--- src/rtl/cellnet_arbiter_pkg.sv ---
// cellnet_arbiter_pkg: shared sizes and arbiter state encoding for the cellnet arbiter.
//   ADDRESS_SIZE / DATA_SIZE : default cellnet address and data widths
//   arb_state_t              : 2-bit arbiter state (IDLE, SEND, RELAY, DRAIN)
package cellnet_arbiter_pkg;

   localparam int unsigned ADDRESS_SIZE = 8;
   localparam int unsigned DATA_SIZE    = 8;

   typedef enum logic [1:0] {
      ARB_IDLE  = 2'd0,
      ARB_SEND  = 2'd1,
      ARB_RELAY = 2'd2,
      ARB_DRAIN = 2'd3
   } arb_state_t;

endpackage

--- src/rtl/cellnet_rr_pick.sv ---
// cellnet_rr_pick: combinational rotated-priority search.
//   req     : request vector, one bit per source
//   ptr     : index with highest priority this round
//   valid_c : at least one request is present
//   idx_c   : first requesting index at or above ptr, wrapping at NSRC
module cellnet_rr_pick #(
   parameter int unsigned NSRC  = 4,
   parameter int unsigned IDXSZ = 2
) (
   input  logic [NSRC-1:0]  req,
   input  logic [IDXSZ-1:0] ptr,
   output logic             valid_c,
   output logic [IDXSZ-1:0] idx_c
);

   logic [2*NSRC-1:0] dbl;
   logic [NSRC-1:0]   rot;

   // (a + b) mod NSRC, with a < NSRC and b < NSRC
   function automatic logic [IDXSZ-1:0] wrap_add(input logic [IDXSZ-1:0] a, input int unsigned b);
      logic [IDXSZ:0] s;
      s = {1'b0, a} + (IDXSZ+1)'(b);
      if (s >= (IDXSZ+1)'(NSRC)) s = s - (IDXSZ+1)'(NSRC);
      return s[IDXSZ-1:0];
   endfunction

   // Rotate so bit 0 is the ptr source, then take the lowest set bit
   always_comb begin
      valid_c = 1'b0;
      idx_c   = '0;
      dbl     = {req, req};
      rot     = NSRC'(dbl >> ptr);
      for (int i = NSRC - 1; i >= 0; i--) begin
         if (rot[i]) begin
            valid_c = 1'b1;
            idx_c   = wrap_add(ptr, i);
         end
      end
   end

endmodule

--- src/rtl/cellnet_arbiter.sv ---
// cellnet_arbiter: round-robin share of one 4-phase cellnet sink among NSRC sources.
//   i_clk, i_rst_n             : clock, async active-low reset
//   i_src_addr/i_src_dat/req   : packed per-source requests (source k at [k*W +: W])
//   o_src_ack                  : ack relayed to the granted source only
//   o_snk_addr/dat/req, i_snk_ack : registered sink-side channel
//   o_grant_idx, o_busy, o_err : current/last grant, non-idle flag, sticky timeout flags
// Optional macro CELLNET_ARB_TIMEOUT_EN adds a SEND timeout that aborts into DRAIN
// and sets o_err[g]; without it o_err is constant 0.
module cellnet_arbiter
   import cellnet_arbiter_pkg::*;
#(
   parameter int unsigned NSRC    = 4,
   parameter int unsigned IDXSZ   = 2,
   parameter int unsigned ASZ     = ADDRESS_SIZE,
   parameter int unsigned DSZ     = DATA_SIZE,
   parameter int unsigned TIMEOUT = 255
) (
   input  logic                i_clk,
   input  logic                i_rst_n,
   input  logic [NSRC*ASZ-1:0] i_src_addr,
   input  logic [NSRC*DSZ-1:0] i_src_dat,
   input  logic [NSRC-1:0]     i_src_req,
   output logic [NSRC-1:0]     o_src_ack,
   output logic [ASZ-1:0]      o_snk_addr,
   output logic [DSZ-1:0]      o_snk_dat,
   output logic                o_snk_req,
   input  logic                i_snk_ack,
   output logic [IDXSZ-1:0]    o_grant_idx,
   output logic                o_busy,
   output logic [NSRC-1:0]     o_err
);

   if (NSRC < 2 || NSRC > 16 || (1 << IDXSZ) < NSRC || TIMEOUT < 1) begin : g_param_check
      $error("cellnet_arbiter: illegal NSRC/IDXSZ/TIMEOUT combination");
   end

   arb_state_t       state;
   logic [IDXSZ-1:0] ptr;
   logic             pick_valid;
   logic [IDXSZ-1:0] pick_idx;

`ifdef CELLNET_ARB_TIMEOUT_EN
   localparam int unsigned CNTW = $clog2(TIMEOUT + 1);
   logic [CNTW-1:0] cnt;
`else
   assign o_err = '0;
`endif

   cellnet_rr_pick #(.NSRC(NSRC), .IDXSZ(IDXSZ)) u_pick (
      .req     (i_src_req),
      .ptr     (ptr),
      .valid_c (pick_valid),
      .idx_c   (pick_idx)
   );

   // Arbiter FSM; all outputs registered here
   always_ff @(posedge i_clk or negedge i_rst_n) begin
      if (!i_rst_n) begin
         state       <= ARB_IDLE;
         ptr         <= '0;
         o_src_ack   <= '0;
         o_snk_addr  <= '0;
         o_snk_dat   <= '0;
         o_snk_req   <= 1'b0;
         o_grant_idx <= '0;
         o_busy      <= 1'b0;
`ifdef CELLNET_ARB_TIMEOUT_EN
         o_err       <= '0;
         cnt         <= '0;
`endif
      end else begin
         case (state)
            ARB_IDLE: begin
               if (pick_valid) begin
                  // Payload captured once; later source changes are ignored
                  o_snk_addr  <= i_src_addr[int'(pick_idx)*ASZ +: ASZ];
                  o_snk_dat   <= i_src_dat[int'(pick_idx)*DSZ +: DSZ];
                  o_grant_idx <= pick_idx;
                  o_snk_req   <= 1'b1;
                  o_busy      <= 1'b1;
                  state       <= ARB_SEND;
`ifdef CELLNET_ARB_TIMEOUT_EN
                  cnt         <= '0;
`endif
               end
            end
            ARB_SEND: begin
               // A source dropping req here is ignored; only the sink ends SEND
               if (i_snk_ack) begin
                  o_src_ack[o_grant_idx] <= 1'b1;
                  state                  <= ARB_RELAY;
`ifdef CELLNET_ARB_TIMEOUT_EN
               end else if (cnt == CNTW'(TIMEOUT - 1)) begin
                  o_err[o_grant_idx] <= 1'b1;
                  o_snk_req          <= 1'b0;
                  state              <= ARB_DRAIN;
               end else begin
                  cnt <= cnt + CNTW'(1);
`endif
               end
            end
            ARB_RELAY: begin
               if (!i_src_req[o_grant_idx]) begin
                  o_snk_req <= 1'b0;
                  state     <= ARB_DRAIN;
               end
            end
            ARB_DRAIN: begin
               if (!i_snk_ack) begin
                  o_src_ack <= '0;
                  o_busy    <= 1'b0;
                  ptr       <= (o_grant_idx == IDXSZ'(NSRC - 1)) ? '0 : o_grant_idx + IDXSZ'(1);
                  state     <= ARB_IDLE;
               end
            end
            default: state <= ARB_IDLE;
         endcase
      end
   end

endmodule

--- config.mk ---
export PLATFORM = sky130hd
export DESIGN_NAME = cellnet_arbiter
export DESIGN_NICKNAME = d
export VERILOG_FILES = /design/src/rtl/cellnet_arbiter_pkg.sv /design/src/rtl/cellnet_rr_pick.sv /design/src/rtl/cellnet_arbiter.sv
export SDC_FILE = /design/constraint.sdc
export NUM_CORES = 1
export LEC_CHECK = 0
export CAP_MARGIN = 20
export CORE_ASPECT_RATIO = 0.6
export CORE_MARGIN = 1
export CORE_UTILIZATION = 30
export CTS_BUF_LIST = sky130_fd_sc_hd__clkbuf_8
export CTS_CLUSTER_SIZE = 40
export DETAILED_ROUTE_END_ITERATION = 8
export HOLD_SLACK_MARGIN = 0.12
export PLACE_DENSITY_LB_ADDON = 0.3
export SKIP_LAST_GASP = 1
export SYNTH_ARGS = -nofsm -noshare
export SYNTH_HDL_FRONTEND = slang
export SYNTH_SLANG_ARGS = --single-unit
--- constraint.sdc ---
create_clock -name i_clk -period 1.8 [get_ports i_clk]
set_input_delay 0.45 -clock i_clk [delete_from_list [all_inputs] [get_ports i_clk]]
set_output_delay 0.45 -clock i_clk [all_outputs]
set_load 0.01 [all_outputs]
Word-level counts from Yosys, hierarchy flattened
Index checks and enable logic that the tools add are counted.
Storage, ports and cells
  bits in registers: 28
  bits in latches: 0
  bits in writable memories: 0
  memory bits (read-only): 0
  output and inout port bits: 28
  word-level logic and storage cells: 76
  memories kept: 0
Cells by class
  add/subtract/negate cells: 8
  multiply operators: 0
  divide/modulo/power cells: 0
  magnitude comparators: 6
  equal/unequal tests: 8
  shift-type cells: 3
  multiplexer cells: 30
  bitwise operators: 2
  reduce and logical (&&, ||, !) cells: 11
Operators by type and width (count)
  $shiftx A32 B6 Y8: 2
  $mux W2: 13
  $ge A3 B3 Y1 const B: 3
  $mux W1: 9
  $reduce_and A3 Y1: 3
  $mux W4: 2
  $ne A2 B2 Y1 const B: 4
  $pmux W2 S4: 1
  $pmux W4 S2: 1
  $shr A8 B2 Y4: 1
  $sub A2 B1 Y2 const B: 4
  $add A2 B2 Y3 const B: 2
  $eq A2 B2 Y1 const B: 3
  $reduce_bool A2 Y1: 3
  $or A4 B4 Y4: 1
  $pmux W1 S2: 2
  $reduce_and A2 Y1: 2
  $reduce_and A4 Y1: 1
  $add A2 B1 Y3 const B: 1
  $ge A2 B3 Y1 const B: 1
  $lt A2 B3 Y1 const B: 1
  $add A2 B1 Y2 const B: 1
  $bmux W1 S2: 1
  $demux W1 S2: 1
  other kinds (5): 5

Depth between registers and ports, before layout
Gate-level depths: netlist (run 1).
  depth after elaboration: 8
  mapped depth: 8

By module
From an unflattened synthesis (run 1), not the netlist that was laid out.
Second synthesis, totals
  cells, all modules: 144
  area, all modules: 1858.0 um^2
Modules (own cells, without submodules)
  cellnet_arbiter: instances 1, cells an instance 129, area an instance 1780.5 um^2
  cellnet_rr_pick: instances 1, cells an instance 15, area an instance 77.6 um^2

Least setup slack after synthesis (run 1)
OpenSTA, ideal clock, no wires.
  kind: register to register
  start: register ptr[1]
  end: register o_snk_addr[2]
  data arrival time: 1651 ps
  required time: 1666 ps
  slack: 15 ps
  stages on the path, launching flop included: 9
  clock period less this slack: 1785 ps
  cell sequence: dfrtp_1 buf_6 mux2i_1 nor2_2 or3b_1 buf_6 buf_8 a211oi_2 a211oi_2
On the way
  word-level cells in the longest chain between the ends: 8
  elaborated cells on any way between the ends: 26
RTL lines
  from (decl): line cellnet_arbiter.sv:38  | logic [IDXSZ-1:0] ptr;
  from (signal assigned): line cellnet_arbiter.sv:112  | ptr <= (o_grant_idx == IDXSZ'(NSRC - 1)) ? '0 : o_grant_idx + IDXSZ'(1);
  $add A2 B2 Y3: line cellnet_rr_pick.sv:22  | s = {1'b0, a} + (IDXSZ+1)'(b);
  $ge A3 B3 Y1 / $sub A2 B1 Y2 (equally long branches): line cellnet_rr_pick.sv:23  | if (s >= (IDXSZ+1)'(NSRC)) s = s - (IDXSZ+1)'(NSRC);
  $mux W2: line cellnet_rr_pick.sv:23
  $mux W2 (4 in series): line cellnet_rr_pick.sv:34  | if (rot[i]) begin
  $shiftx A32 B6 Y8: line cellnet_arbiter.sv:76  | o_snk_addr <= i_src_addr[int'(pick_idx)*ASZ +: ASZ];
  to (signal assigned): line cellnet_arbiter.sv:76
  to (decl): line cellnet_arbiter.sv:24  | output logic [ASZ-1:0] o_snk_addr,
Parallel ways exist; a longest one is shown, timed or not.
A chain may end at the register's enable or synchronous reset.

Final worst setup path (run 1)
  start: input i_src_req[2]
  end: register o_snk_addr[1]
On the way
  word-level cells in the longest chain between the ends: 6
  elaborated cells on any way between the ends: 11
RTL lines
  from (decl): line cellnet_arbiter.sv:22  | input logic [NSRC-1:0] i_src_req,
  $shr A8 B2 Y4 (*): line cellnet_rr_pick.sv:32  | rot = NSRC'(dbl >> ptr);
  $mux W2 / $mux W1 (equally long branches) (4 in series): line cellnet_rr_pick.sv:34
  $shiftx A32 B6 Y8 / $reduce_and A2 Y1 (equally long branches)
Mark *: on every way between the ends. The rest lies on a longest branch, timed or not.

==> flow_summary.html, run 1 <==
<table>
<tr><th>Metric</th><th>Value</th></tr>
<tr><th colspan="2">Floorplanning</th></tr>
<tr><td>Horizontal extent of the die</td><td>between 100 and 150 µm</td></tr>
<tr><td>Row cnt</td><td>22</td></tr>
<tr><td>Area enclosed by the die boundary</td><td>approximately 7200 µm²</td></tr>
<tr><td>Total core area</td><td>6390 µm²</td></tr>
<tr><td>Initial core utilization</td><td>between 30% and 40%</td></tr>
<tr><td>Vertical die dimension</td><td>between 60 and 70 µm</td></tr>
<tr><td>Number of primary I/O pins</td><td>a little under 100</td></tr>
<tr><th colspan="2">Min path</th></tr>
<tr><td>Hold/Removal Path Class</td><td>input pin to asynchronous set/reset pin</td></tr>
<tr><th colspan="2">Global routing</th></tr>
<tr><td>First-pass GRT wire length</td><td>~9600 µm</td></tr>
<tr><td>Met1 GRT Util</td><td>around a quarter</td></tr>
<tr><td>Global routing's busiest layer</td><td>met2</td></tr>
<tr><td>Pin count of the biggest net entering global routing</td><td>29</td></tr>
<tr><td>M2 GR Usage</td><td>a little over a quarter</td></tr>
<tr><td>Overall track demand over capacity in global routing</td><td>about 17%</td></tr>
<tr><td>Total gr overflow</td><td>0</td></tr>
<tr><td>Initial antenna violation count</td><td>0</td></tr>
<tr><td>GR met3 Demand/Resource</td><td>~4.5%</td></tr>
<tr><td>Vias in the first global route</td><td>about 1.9k</td></tr>
<tr><th colspan="2">Synth</th></tr>
<tr><td>Share of the synthesized area in the top cell type</td><td>between 30% and 40%</td></tr>
<tr><td>Async SR Flop Fraction</td><td>100%</td></tr>
<tr><td>#FFs+latches synth</td><td>28</td></tr>
<tr><td>Most common cell in the netlist</td><td>sky130_fd_sc_hd__a211oi_2</td></tr>
<tr><td>Main flop type after synthesis</td><td>sky130_fd_sc_hd__dfrtp_1</td></tr>
<tr><td>Area contributors post-synth</td><td>sky130_fd_sc_hd__dfrtp_1 34%, sky130_fd_sc_hd__a211oi_2 18%, sky130_fd_sc_hd__mux2i_1 8.7%, sky130_fd_sc_hd__ha_1 4.8%, sky130_fd_sc_hd__nor3_1 3.9%</td></tr>
<tr><td>Yosys cell types</td><td>38</td></tr>
<tr><td>Sequential share of the synthesized area</td><td>33.9%</td></tr>
<tr><td>Largest area contributor in the netlist</td><td>sky130_fd_sc_hd__dfrtp_1</td></tr>
<tr><td>Warnings, synthesis</td><td>0</td></tr>
<tr><td>Area of the mapped netlist</td><td>around 2100 µm²</td></tr>
<tr><td>Number of synthesized flops with an enable pin</td><td>0</td></tr>
<tr><td>Number of instances in the synthesized netlist</td><td>a little over 200</td></tr>
<tr><td>Synthesized area per cell</td><td>approximately 10 µm²</td></tr>
<tr><td>Top post-synthesis cells by count</td><td>29 x sky130_fd_sc_hd__a211oi_2, 28 x sky130_fd_sc_hd__dfrtp_1, 19 x sky130_fd_sc_hd__nand2_1</td></tr>
<tr><th colspan="2">Place</th></tr>
<tr><td>DP HPWL</td><td>between 4000 and 5000 µm</td></tr>
<tr><td>Number of buffers inserted by port buffering</td><td>94</td></tr>
<tr><td>Final Wtd Congestion</td><td>between 0.7 and 0.8</td></tr>
<tr><th colspan="2">Power</th></tr>
<tr><td>Power density normalized to cell area</td><td>approximately 1400 nW/µm²</td></tr>
<tr><td>Static leakage power</td><td>between 1 and 1.5 nW</td></tr>
<tr><td>Maximum resistive drop on vdd</td><td>0.000686 V</td></tr>
<tr><th colspan="2">Clock network</th></tr>
<tr><td>Inserted Clock Buffers</td><td>3</td></tr>
<tr><td>Clk pin slew, worst setup/hold paths</td><td>around 0.11 ns</td></tr>
<tr><td>CTS Hold Buffers Added</td><td>0</td></tr>
<tr><td>Library cell used as clock root buffer</td><td>sky130_fd_sc_hd__clkbuf_8</td></tr>
<tr><td>TritonCTS clock tree</td><td>done</td></tr>
<tr><td>H-tree levels</td><td>1</td></tr>
<tr><td>Number of clock sinks seen by CTS</td><td>28</td></tr>
<tr><td>Latest clock arrival within the worst-skew pair</td><td>0.28 ns</td></tr>
<tr><td>Longest Clk Path Bufs</td><td>2</td></tr>
<tr><th colspan="2">Detailed routing</th></tr>
<tr><td>Total Wirelength</td><td>roughly 6000 µm</td></tr>
<tr><td>DR DRC count</td><td>0</td></tr>
<tr><td>Detailed-route via count</td><td>1949</td></tr>
<tr><td>Routed wirelength normalized by instance count</td><td>15.2 µm</td></tr>
<tr><td>Length of the first detailed-routing pass in iterations</td><td>7</td></tr>
<tr><td>DRC marker count from the first detailed-route iteration</td><td>69</td></tr>
<tr><td>Post-route ant nets</td><td>0</td></tr>
<tr><td>Number of vias per cell after detailed routing</td><td>4.92</td></tr>
<tr><th colspan="2">Critical path</th></tr>
<tr><td>Endpoint type of the worst setup path</td><td>flop</td></tr>
<tr><td>Type of the setup path with the least slack</td><td>input pin to flop</td></tr>
<tr><td>Critical Path Most Common Cell</td><td>sky130_fd_sc_hd__mux2i_1</td></tr>
<tr><td>Critical-path top delay cell</td><td>sky130_fd_sc_hd__or3b_4</td></tr>
<tr><td>Data required time at the worst endpoint</td><td>about 2.0 ns</td></tr>
<tr><td>Arrival time worst endpoint</td><td>approximately 2 ns</td></tr>
<tr><td>Highest cell delay on the worst timing path</td><td>between 0.4 and 0.5 ns</td></tr>
<tr><td>Cell breakdown of the critical path</td><td>dlygate4sd2_1 &gt; mux2i_1 &gt; nor2_2 &gt; or3b_4 &gt; buf_12 &gt; mux2i_1 &gt; a211oi_2</td></tr>
<tr><td>Type of element launching the critical path</td><td>input pin</td></tr>
<tr><td>Biggest fanout along the worst timing path</td><td>21</td></tr>
<tr><th colspan="2">Final layout</th></tr>
<tr><td>Share of cells above drive strength 1</td><td>21.5%</td></tr>
<tr><td>Final Core Density</td><td>about 52%</td></tr>
<tr><td>Count of antenna diodes in the layout</td><td>0</td></tr>
<tr><td>Layout overhead on the synthesized area</td><td>59.4%</td></tr>
<tr><td>Net count reported at finish</td><td>392</td></tr>
<tr><th colspan="2">STA</th></tr>
<tr><td>Post-layout min period</td><td>1.78 ns</td></tr>
<tr><td>Setup tns final</td><td>0 ns</td></tr>
<tr><td>Ratio of final minimum period to clock period</td><td>a little over nine tenths</td></tr>
<tr><td>RSZ-0062 raised after global routing</td><td>yes</td></tr>
<tr><td>Number of hold-slack violations in the final timing report</td><td>0</td></tr>
<tr><td>Final-report max-slew violation count</td><td>0</td></tr>
<tr><td>Setup violators final</td><td>0</td></tr>
<tr><td>Worst-case clock skew</td><td>between 0.007 and 0.008 ns</td></tr>
<tr><td>Max frequency</td><td>563 MHz</td></tr>
<tr><th colspan="2">Run status</th></tr>
<tr><td>Outcome</td><td>completed</td></tr>
<tr><th colspan="2">Flow run</th></tr>
<tr><td>Max capacitance violation total</td><td>0</td></tr>
</table>
[kinds of logic after synthesis]
family          count (synthesis)  synth area share (%)
simple gates                   66                  15.8
compound gates                 57                  25.8
flops                          28                  33.9
buf+inv                        26                  8.54
mux                            21                  10.9
fa+ha+maj                       8                  4.85
other cells                     1                 0.182
[per-stage QoR]
stage | worst slack (ns) | area [µm²] | power [mW] | cells | hold slack (ns)
2_1_floorplan | 0.0148 | 2080 | 2.79 | 210 | 0.154
3_3_place_gp | -0.553 | 3190 | 3.94 | 391 | 0.511
3_5_place_dp | -0.605 | 3190 | 3.98 | 391 | 0.524
4_1_cts | -0.00581 | 3280 | 4.55 | 396 | 0.551
5_1_grt | -0.0482 | 3290 | 4.86 | 396 | 0.588
6_report | 0.0235 | 3290 | 4.50 | 396 | 0.535
[report_power, final]
group | switching [mW] | total, mW | internal (mW)
clock network | 0.213 | 0.511 | 0.298
registers | 0.225 | 1.17 | 0.947
logic | 1.33 | 2.82 | 1.49
total | 1.77 | 4.50 | 2.73
[per-layer routing]
metal  vias up  wire, µm  part of all wire (%)
met3         2       483                   8.0
met1       908      2970                    49
met2        76      2560                    42
met5         -         0                     0
li1        963         -                     -
met4         0        10                  0.17
[cells in the final DEF, fill, tap and decap left out, types with 2 or more instances in the layout]
| master | count |
|---|---|
| sky130_fd_sc_hd__o21ai_0 | 12 |
| sky130_fd_sc_hd__ha_1 | 8 |
| sky130_fd_sc_hd__buf_4 | 19 |
| sky130_fd_sc_hd__nand2b_1 | 3 |
| sky130_fd_sc_hd__a211oi_2 | 28 |
| sky130_fd_sc_hd__mux2_2 | 2 |
| sky130_fd_sc_hd__nor3_1 | 16 |
| sky130_fd_sc_hd__nand2_1 | 19 |
| sky130_fd_sc_hd__clkbuf_8 | 3 |
| sky130_fd_sc_hd__nand3_1 | 2 |
| sky130_fd_sc_hd__conb_1 | 4 |
| sky130_fd_sc_hd__dfrtp_1 | 26 |
| sky130_fd_sc_hd__inv_1 | 7 |
| sky130_fd_sc_hd__dlygate4sd2_1 | 4 |
| sky130_fd_sc_hd__mux2i_1 | 18 |
| sky130_fd_sc_hd__dfrtp_2 | 2 |
| sky130_fd_sc_hd__a211oi_1 | 3 |
| sky130_fd_sc_hd__clkdlybuf4s50_1 | 89 |
| sky130_fd_sc_hd__a31oi_1 | 4 |
| sky130_fd_sc_hd__o21ai_1 | 2 |
| sky130_fd_sc_hd__buf_12 | 4 |
| sky130_fd_sc_hd__nor2_1 | 17 |
[final timing paths]
kind	start	to	slack, ns	depth (start not counted)
setup / recovery	i_src_req[2]	o_snk_addr[1]$_DFFE_PN0P_	0.02	7
hold / removal	i_rst_n	o_src_ack[1]$_DFFE_PN0P_	0.53	2
setup reg to reg	ptr[1]$_DFFE_PN0P_	o_snk_addr[1]$_DFFE_PN0P_	0.04	6
hold reg to reg	o_src_ack[2]$_DFFE_PN0P_	o_src_ack[2]$_DFFE_PN0P_	0.55	2
max in group asynchronous	i_rst_n	ptr[1]$_DFFE_PN0P_	0.97	2
min in group i_clk	o_src_ack[2]$_DFFE_PN0P_	o_src_ack[2]$_DFFE_PN0P_	0.55	2
[final cells by class]
cell class | count | area (µm²)
fill | 598 | 3090
timing repair buffer | 117 | 1160
multi-input combinational | 156 | 1230
sequential | 28 | 703
tap | 84 | 105
clock buffer | 3 | 41.3
inverter | 7 | 26.3
clock inverter | 1 | 30.0
[worst max-delay path, delay by kind of cell]
family                 cells  cell delay (ns)
AO/OA/AOI/OAI              1             0.23
multiplexers               2             0.33
AND/OR/NAND/NOR            2             0.47
buffers and inverters      2             0.48
[repair_timing]
item,4_1_cts,5_1_grt
setup endpoints to repair,22,17
buffers inserted,1,0
gates cloned,0,0
gates resized for setup,8,3
pin swaps,0,3
[registers in the layout, summed over array words and instances (netlist names)]
name         flops
state            2
ptr              2
o_snk_req        1
o_snk_addr       8
o_busy           1
o_grant_idx      2
o_src_ack        4
o_snk_dat        8
Note: power is estimated with default switching activity, not from simulation.
==> run 2, diff against run 1 <==
--- a/config.mk
+++ b/config.mk
@@ -10,6 +10,7 @@
 export CORE_MARGIN = 1
 export CORE_UTILIZATION = 30
 export CTS_BUF_LIST = sky130_fd_sc_hd__clkbuf_8
+export CTS_CLUSTER_DIAMETER = 60
 export CTS_CLUSTER_SIZE = 40
 export DETAILED_ROUTE_END_ITERATION = 8
 export HOLD_SLACK_MARGIN = 0.12
==> results of run 2 <==
The final DEF is identical to that of run 1; final timing and power are the same.
